==> src/rtl/console_pkg.sv <==
// Shared definitions for the collect-console send arbiter: one-hot FSM state
// encoding, error counter width, default engine timeout and a modular index helper.
package console_pkg;

    localparam int ARB_ERR_W       = 8;
    localparam int ARB_DEF_TIMEOUT = 16'hFFFF;

    // One-hot state encoding; each state owns exactly one bit of the register.
    typedef enum logic [4:0] {
        ARB_IDLE = 5'b00001,
        ARB_PICK = 5'b00010,
        ARB_SEND = 5'b00100,
        ARB_ABRT = 5'b01000,
        ARB_DONE = 5'b10000
    } arb_state_e;

    // (base + off) mod n, for base < n and off < n.
    // The wrap is at n, so requester counts that are not a power of two work.
    function automatic int wrap_add(input int base, input int off, input int n);
        int s;
        s = base + off;
        if (s >= n) s = s - n;
        return s;
    endfunction

endpackage

==> src/rtl/rr_pick.sv <==
// Combinational round-robin selector: finds the first set request at or after ptr,
// wrapping at NUM_REQ.
module rr_pick
    import console_pkg::*;
#(
    parameter int NUM_REQ = 4,
    parameter int IDX_W   = 2
) (
    input  logic [NUM_REQ-1:0] req,
    input  logic [IDX_W-1:0]   ptr,
    output logic [IDX_W-1:0]   idx,
    output logic               any
);

    logic [NUM_REQ-1:0] rot;
    int                 off;

    // Rotate so ptr lands on bit 0, then priority-encode the lowest set bit.
    always_comb begin
        // NOTE: every variable gets a default before any branch, so no latch can be inferred.
        rot = '0;
        off = 0;
        for (int j = 0; j < NUM_REQ; j++) begin
            rot[j] = req[wrap_add(int'(ptr), j, NUM_REQ)];
        end
        for (int j = NUM_REQ - 1; j >= 0; j--) begin
            if (rot[j]) off = j;
        end
    end

    // Un-rotate the winning offset back to an absolute requester index.
    assign idx = IDX_W'(wrap_add(int'(ptr), off, NUM_REQ));
    assign any = |req;

endmodule

==> src/rtl/send_arbiter.sv <==
// Round-robin arbiter that shares one send engine between NUM_REQ capture sources.
// Sources and engine both use the fs/fd four-phase handshake. A hung engine
// transaction is aborted after TIMEOUT cycles in SEND.
module send_arbiter
    import console_pkg::*;
#(
    parameter int NUM_REQ = 4,
    parameter int IDX_W   = 2,
    parameter int TIMEOUT = ARB_DEF_TIMEOUT,
    parameter int TO_W    = 16
) (
    input  logic                 clk,
    input  logic                 rst,
    input  logic [NUM_REQ-1:0]   fs_req,
    output logic [NUM_REQ-1:0]   fd_req,
    output logic                 fs_send,
    input  logic                 fd_send,
    output logic [IDX_W-1:0]     grant_idx,
    output logic                 grant_vld,
    output logic                 err_timeout,
    output logic [ARB_ERR_W-1:0] err_cnt
);

    localparam logic [TO_W-1:0]  TO_LAST  = TO_W'(TIMEOUT - 1);
    localparam logic [IDX_W-1:0] LAST_IDX = IDX_W'(NUM_REQ - 1);

    arb_state_e           state_q, state_d;
    logic [IDX_W-1:0]     grant_idx_q, grant_idx_d;
    logic [IDX_W-1:0]     ptr_q, ptr_d;
    logic [TO_W-1:0]      to_cnt_q, to_cnt_d;
    logic [ARB_ERR_W-1:0] err_cnt_q, err_cnt_d;

    logic [IDX_W-1:0]     pick_idx;
    logic                 pick_any;

    rr_pick #(
        .NUM_REQ (NUM_REQ),
        .IDX_W   (IDX_W)
    ) u_rr_pick (
        .req (fs_req),
        .ptr (ptr_q),
        .idx (pick_idx),
        .any (pick_any)
    );

    // Next-state and next-register logic; everything holds unless a state changes it.
    always_comb begin
        state_d     = state_q;
        grant_idx_d = grant_idx_q;
        ptr_d       = ptr_q;
        to_cnt_d    = to_cnt_q;
        err_cnt_d   = err_cnt_q;

        case (state_q)
            ARB_IDLE: begin
                if (|fs_req) state_d = ARB_PICK;
            end
            ARB_PICK: begin
                // Requests may all vanish in this cycle; then grant_idx keeps its old value.
                if (pick_any) begin
                    grant_idx_d = pick_idx;
                    to_cnt_d    = '0;
                    state_d     = ARB_SEND;
                end else begin
                    state_d = ARB_IDLE;
                end
            end
            ARB_SEND: begin
                to_cnt_d = to_cnt_q + 1'b1;
                // A done on the timeout cycle still counts as a normal completion.
                if (fd_send) begin
                    state_d = ARB_DONE;
                end else if (to_cnt_q == TO_LAST) begin
                    state_d = ARB_ABRT;
                end
            end
            ARB_ABRT: begin
                if (err_cnt_q != '1) err_cnt_d = err_cnt_q + 1'b1;
                state_d = ARB_DONE;
            end
            ARB_DONE: begin
                // Release only after both the granted source and the engine have dropped.
                if (!fs_req[grant_idx_q] && !fd_send) begin
                    state_d = ARB_IDLE;
                    ptr_d   = (grant_idx_q == LAST_IDX) ? '0 : grant_idx_q + 1'b1;
                end
            end
            default: begin
                state_d = ARB_IDLE;
            end
        endcase
    end

    // State and datapath registers with synchronous active-low reset.
    always_ff @(posedge clk) begin
        // NOTE: sequential state uses non-blocking assignments so every flop samples pre-edge values.
        if (!rst) begin
            state_q     <= ARB_IDLE;
            grant_idx_q <= '0;
            ptr_q       <= '0;
            to_cnt_q    <= '0;
            err_cnt_q   <= '0;
        end else begin
            state_q     <= state_d;
            grant_idx_q <= grant_idx_d;
            ptr_q       <= ptr_d;
            to_cnt_q    <= to_cnt_d;
            err_cnt_q   <= err_cnt_d;
        end
    end

    // Per-source done flag: only the granted source ever sees fd_req, and only in DONE.
    always_comb begin
        fd_req = '0;
        if (state_q == ARB_DONE) fd_req[grant_idx_q] = 1'b1;
    end

    assign fs_send     = (state_q == ARB_SEND);
    assign grant_vld   = (state_q == ARB_PICK) || (state_q == ARB_SEND) ||
                         (state_q == ARB_ABRT) || (state_q == ARB_DONE);
    assign err_timeout = (state_q == ARB_ABRT);
    assign grant_idx   = grant_idx_q;
    assign err_cnt     = err_cnt_q;

endmodule

==> config.mk <==
export PLATFORM = sky130hd
export DESIGN_NAME = send_arbiter
export DESIGN_NICKNAME = d
export VERILOG_FILES = /design/src/rtl/console_pkg.sv /design/src/rtl/rr_pick.sv /design/src/rtl/send_arbiter.sv
export SDC_FILE = /design/constraint.sdc
export NUM_CORES = 1
export LEC_CHECK = 0
export ABC_AREA = 1
export CAP_MARGIN = 25
export CORE_ASPECT_RATIO = 0.75
export CORE_MARGIN = 4
export CORE_UTILIZATION = 45
export CTS_CLUSTER_SIZE = 12
export DETAILED_ROUTE_END_ITERATION = 8
export GPL_ROUTABILITY_DRIVEN = 1
export PLACE_DENSITY_LB_ADDON = 0.15
export SYNTH_ARGS = -nofsm -noshare
export SYNTH_HDL_FRONTEND = slang
export SYNTH_SLANG_ARGS = --single-unit
==> constraint.sdc <==
create_clock -name clk -period 2.2 [get_ports clk]
set_input_delay 0.33 -clock clk [delete_from_list [all_inputs] [get_ports clk]]
set_output_delay 0.33 -clock clk [all_outputs]
set_load 0.01 [all_outputs]
# Yosys cells after proc, flatten, opt, wreduce, memory -nomap -nowiden
# Cells that the tools add are included.
# totals
regBits	33
in_bits	7
wordCells	89
output_inout_bits	17
# classes
muxes	35
n_reduce_logical	14
n_addsub	12
n_lt_le_gt_ge	11
eq_ne	12
# op_table
operator	count
32-bit by 4-bit less-than comparator with 1-bit output, second input constant	4
32-bit two-way mux	4
32-bit by 4-bit greater-or-equal comparator with 1-bit output, second input constant	3
32-bit by 4-bit subtractor with 32-bit output, second input constant	3
16-bit case mux with 2 select lines	1
5-bit case mux with 5 select lines	1
5-bit two-way mux	4
16-bit by 1-bit adder with 16-bit output, second input constant	1
16-bit equality test, second input constant	1
16-bit two-way mux	1
2-bit two-way mux	6
1-bit binary-select mux with 2-bit select	5
1-bit two-way mux	10
8-bit by 1-bit adder with 8-bit output, second input constant	1
8-bit inequality test, second input constant	1
2-bit AND reduction	4
2-bit by 2-bit adder with 3-bit output, second input constant	2
2-bit inequality test, second input constant	3
5-bit by 1-bit equality test with 1-bit output, second input constant	1
5-bit by 2-bit equality test with 1-bit output, second input constant	1
5-bit by 3-bit equality test with 1-bit output, second input constant	1
5-bit by 4-bit equality test with 1-bit output, second input constant	1
5-bit equality test, second input constant	1
4-bit two-way mux	1
other kinds (19)	23

# Longest topological paths before layout
# Gate-level depths: netlist of run 1.
# depth
depth_word	13
mapped_depth	15

# By module
# Synthesis of run 1 repeated with hierarchy kept, for this count alone.
# hier_totals
hier_cells	348
hier_area_um2	2202.1
# by_module_without_submodules
mod	instances	seq_area_each_um2	area_each_um2	cells_per_inst
send_arbiter	1	660.6	1934.4	292
rr_pick	1	0.0	267.8	56

# Worst setup path after synthesis of run 1
# OpenSTA, ideal clock, no wires.
# synth_path
path_type	register to register
from	reg ptr_q[0]
to	reg grant_idx_q[1], in the netlist grant_idx[1]
period_less_slack_ps	1638
stages_incl_launch_ff	16
required_ps	2091
arrival_time_ps	1530
path_slack_ps	562
cell_sequence	dfxtp_1 buf_2 inv_2 nand2_1 nand2_1 nand2_1 nand2_1 a31oi_1 nor2_1 ha_1 xnor2_1 inv_1 nand2_1 nand3_1 nand2_1 inv_1
# synth_between
elab_chain_cells	13
word_cells_on_any_way	35
cone_classes	add/sub: 9; order compare: 5; mux: 21
# synth_lines
item	line	rtl
start, declared	send_arbiter.sv:29	logic [IDX_W-1:0] ptr_q, ptr_d;
start signal, assigned	send_arbiter.sv:106	ptr_q <= ptr_d;
2-bit by 2-bit adder with 3-bit output	console_pkg.sv:21	s = base + off;
32-bit by 4-bit subtractor with 32-bit output or 32-bit by 4-bit greater-or-equal comparator with 1-bit output (tied branches)	console_pkg.sv:22	if (s >= n) s = s - n;
32-bit two-way mux	console_pkg.sv:22	
1-bit binary-select mux with 2-bit select	rr_pick.sv:24	rot[j] = req[wrap_add(int'(ptr), j, NUM_REQ)];
1-bit two-way mux (implied by the code) (2 in series)	rr_pick.sv:24	
2-bit two-way mux (4 in series)	rr_pick.sv:27	if (rot[j]) off = j;
2-bit by 2-bit adder with 3-bit output *	console_pkg.sv:21	
3-bit greater-or-equal comparator or 2-bit by 1-bit subtractor with 2-bit output (tied branches)	console_pkg.sv:22	
2-bit two-way mux *	console_pkg.sv:22	
end signal, assigned	send_arbiter.sv:105	grant_idx_q <= grant_idx_d;
end, declared	send_arbiter.sv:28	logic [IDX_W-1:0] grant_idx_q, grant_idx_d;
# Mark *: on every way between the ends. The rest lies on a longest branch, timed or not. The select of a mux whose other input is x is not followed.
# A chain may end at the register's enable or synchronous reset.

# Final worst setup path of run 1
# layout_path
from	reg state_q[1]
to	out grant_vld
# layout_between
elab_chain_cells	4
word_cells_on_any_way	7
cone_classes	eq/ne: 4; reduce/logical: 3
# layout_lines
item	line	rtl
start, declared	send_arbiter.sv:27	arb_state_e state_q, state_d;
start signal, assigned	send_arbiter.sv:104	state_q <= state_d;
5-bit by 2-bit equality test with 1-bit output or 5-bit by 3-bit equality test with 1-bit output (tied branches)	send_arbiter.sv:119	assign grant_vld = (state_q == ARB_PICK) || (state_q == ARB_SEND) ||
1-bit logical OR (2 in series)	send_arbiter.sv:119	
1-bit logical OR *	send_arbiter.sv:120	(state_q == ARB_ABRT) || (state_q == ARB_DONE);
end, declared	send_arbiter.sv:19	output logic grant_vld,
# Mark *: on every way between the ends. The rest lies on a longest branch, timed or not.

==> results of run 1 <==
[logic make-up after synthesis]
kind of cell | after synthesis | share of synthesized area
buffers and inverters | 52 | 0.0956
adders and majority gates | 8 | 0.0453
AOI/OAI and AO/OA | 41 | 0.101
and+or+nand+nor | 202 | 0.436
xor gates and xnor gates | 6 | 0.0238
DFF | 33 | 0.299
[how the worst min path moves through the flow]
stage	depth (start not counted)	end	slack, ns	startpoint
global route	2	to_cnt_q[14]$_SDFFE_PN0P_	0.55	to_cnt_q[14]$_SDFFE_PN0P_
CTS	2	to_cnt_q[8]$_SDFFE_PN0P_	0.52	to_cnt_q[8]$_SDFFE_PN0P_
global placement	2	err_cnt[6]$_SDFFE_PN0P_	0.51	err_cnt[6]$_SDFFE_PN0P_
floorplan	2	to_cnt_q[10]$_SDFFE_PN0P_	0.48	to_cnt_q[10]$_SDFFE_PN0P_
finish	2	to_cnt_q[10]$_SDFFE_PN0P_	0.52	to_cnt_q[10]$_SDFFE_PN0P_
detailed placement	2	to_cnt_q[8]$_SDFFE_PN0P_	0.51	to_cnt_q[8]$_SDFFE_PN0P_
[flip-flops by register name (all words and copies together), names as in the netlist]
signal     count
state_q        5
ptr_q          2
err_cnt        8
to_cnt_q      16
grant_idx      2
[cell usage after synthesis, types with 5 or more instances]
master | number | area [um2]
nand2_1 | 92 | 345
nand3_1 | 49 | 245
dfxtp_1 | 33 | 661
inv_1 | 31 | 116
a21oi_1 | 27 | 135
nor2_1 | 20 | 75.1
inv_2 | 12 | 45.0
nand4_1 | 12 | 75.1
ha_1 | 8 | 100
nor2_2 | 6 | 37.5
o21ai_0 | 6 | 30.0
nor3_2 | 5 | 50.1
[final cells by class]
cell class	instances	area [um2]
Fill cell	464	2000
Multi-Input combinational cell	257	1340
Sequential cell	33	661
Timing Repair Buffer	29	275
Inverter	43	161
Clock buffer	7	86.3
Tap cell	57	71.3
[through the flow]
stage | cells | hold WS, ns | utilization
after global placement | 419 | 0.506 | 0.546
after CTS | 426 | 0.523 | 0.564
final | 426 | 0.525 | 0.564
after detailed placement | 419 | 0.511 | 0.546
after floorplan | 342 | 0.483 | -
after global routing | 426 | 0.550 | 0.564
[report_power, final]
group	leakage [nW]	switching [mW]	internal [mW]
combinational	0.759	0.114	0.0713
sequential	0.266	0.0182	0.614
clock	0.0443	0.206	0.248
[layer usage]
| metal | global-route usage | vias up | wire [um] |
|---|---|---|---|
| met4 | 0.0409 | 0 | 31 |
| met2 | 0.252 | 55 | 2090 |
| met1 | 0.281 | 978 | 2830 |
| met3 | 0.0546 | 4 | 277 |
| li1 | - | 1181 | - |
| met5 | 0 | - | 0 |
[worst register-to-register path, stage by stage (launching register included)]
cell and delay, ns:
dfxtp_1 0.46, inv_2 0.10, nand2_1 0.08, nand2_1 0.06, nand2_1 0.06, nand2_1 0.07
a31oi_1 0.14, nor2_1 0.06, ha_1 0.18, xnor2_1 0.17, inv_1 0.06, nand2_1 0.06
nand3_1 0.06, nand2_1 0.06, inv_1 0.04
==> flow_metrics.tcl, run 1 <==
set metrics [dict create \
    status "finished, final reports clean" \
    ir_drop_mv 0.288 \
    final_cell_mix "nand2_1, nand3_1, dfxtp_1" \
    p_total_mw 1.27 \
    place_ws_ns 0.0987 \
    p_leak_nw 1.07 \
    ys_ff_latch 33 \
    crit_chain "nor2_2 -> nand4_1 -> nand4_1 -> clkdlybuf4s50_1" \
    final_hold_viol_count 0 \
    clock_latency_ns 0.28 \
    syn_area_um2 2210 \
    criticalPathCategory "flop to primary output" \
    period_needed_ns 2.07 \
    cpLargestDelayFamily "simple AND/OR/NAND/NOR gates" \
    critPathMaxFanout 6 \
    grt_max_degree 21 \
    syn_inst 342 \
    cts_resized 0 \
    max_freq_mhz 482 \
    cp-startpoint "state_q[1]$_SDFFE_PN0P_" \
    cts_max_level 2 \
    synth-async-reset-ratio 0 \
    path_buf_inv 1 \
    synth-edff-count 0 \
    crit_path_end "grant_vld" \
    grt_pass1_wl_um 8720 \
    row_count 21 \
    grt_pass1_vias 1881 \
    area.growth.synth_to_final_pct 17.3 \
    yosysSeqAreaShare 0.299 \
    grt.overflow.total 0 \
    via_count 2218 \
    fp.coreArea_um2 4600 \
    postCtsHoldBufs 0 \
    ant_nets 0 \
    path_common_cell "nand4_1" \
    rsz0062_at_grt "no" \
    fin_area_um2 2590 \
    wl_per_cell_um 12.3 \
    gp_congestion 0.860 \
    cts_buffers 5 \
    worst-path-stages 4 \
    drive_gt1_frac 0.138 \
    slew_headroom 0.706 \
    ff2ff_path_depth 14 \
    hp-class "flop to flop" \
    worst_slew_pin_slew_ns 0.441 \
    antenna_cells 0 \
    slowest_delay_ns 0.54 \
    avgSynthCellArea_um2 6.47 \
    reg2reg_from "ptr_q[1]$_SDFFE_PN0P_" \
    required_ns 1.87 \
    path_clk_slew_ns 0.07 \
    ys_warn_count 0 \
    powerDensity_nw_per_um2 490 \
    rrSetupSlack_ns 0.47 \
    route.detailed.drc 0 \
    fin_skew_ns 0.00448 \
    dieArea_um2 6110 \
    end_kind "primary output" \
    die_h_um 68.7 \
    io_buffers 23 \
    drt_iter0_drc 146 \
    fin_crit_sh 0.943 \
    nNetsFinal 384 \
    cp_slowest_cell "clkdlybuf4s50_1" \
    clock_path_buffers 2 \
    ios 24 \
    synth_cell_types 31 \
    antenna_found_initial 0 \
    start_kind "flop" \
    cp.arrival_ns 1.74 \
    reg2reg_to "grant_idx[1]$_SDFFE_PN0P_" \
    dpl_cell_area_um2 2510 \
    setup_ws_ns 0.125 \
    slew_violations 0 \
    start_util 0.481 \
    layout_commonest_cell "nand2_1" \
    setup_viol_count_final 0 \
    syn_nets 357 \
    dr.pass1.iters 4 \
    post_cts_buffers 0 \
    synth-main-ff-cell "dfxtp_1" \
    cts_tree "built" \
    timing.setup.tns_ns 0 \
    chipWidth_um 89.0 \
    grt_usage 0.185 \
    place.detailed.hpwl_um 3890 \
    cts-root-buf "clkbuf_8" \
    via_per_inst 5.21 \
    drv_cap 0 \
    wl_um 5230 \
    numClockSinks 33 \
]
Note: power is estimated with default switching activity, not from simulation.
==> run 2: changes to the inputs <==
--- a/config.mk
+++ b/config.mk
@@ -10,7 +10,6 @@
 export CORE_ASPECT_RATIO = 0.75
 export CORE_MARGIN = 4
 export CORE_UTILIZATION = 45
-export CTS_CLUSTER_SIZE = 12
 export DETAILED_ROUTE_END_ITERATION = 8
 export GPL_ROUTABILITY_DRIVEN = 1
 export PLACE_DENSITY_LB_ADDON = 0.15
==> results of run 2 <==
Same layout as run 1: the final DEF is identical, and so are final timing and power.
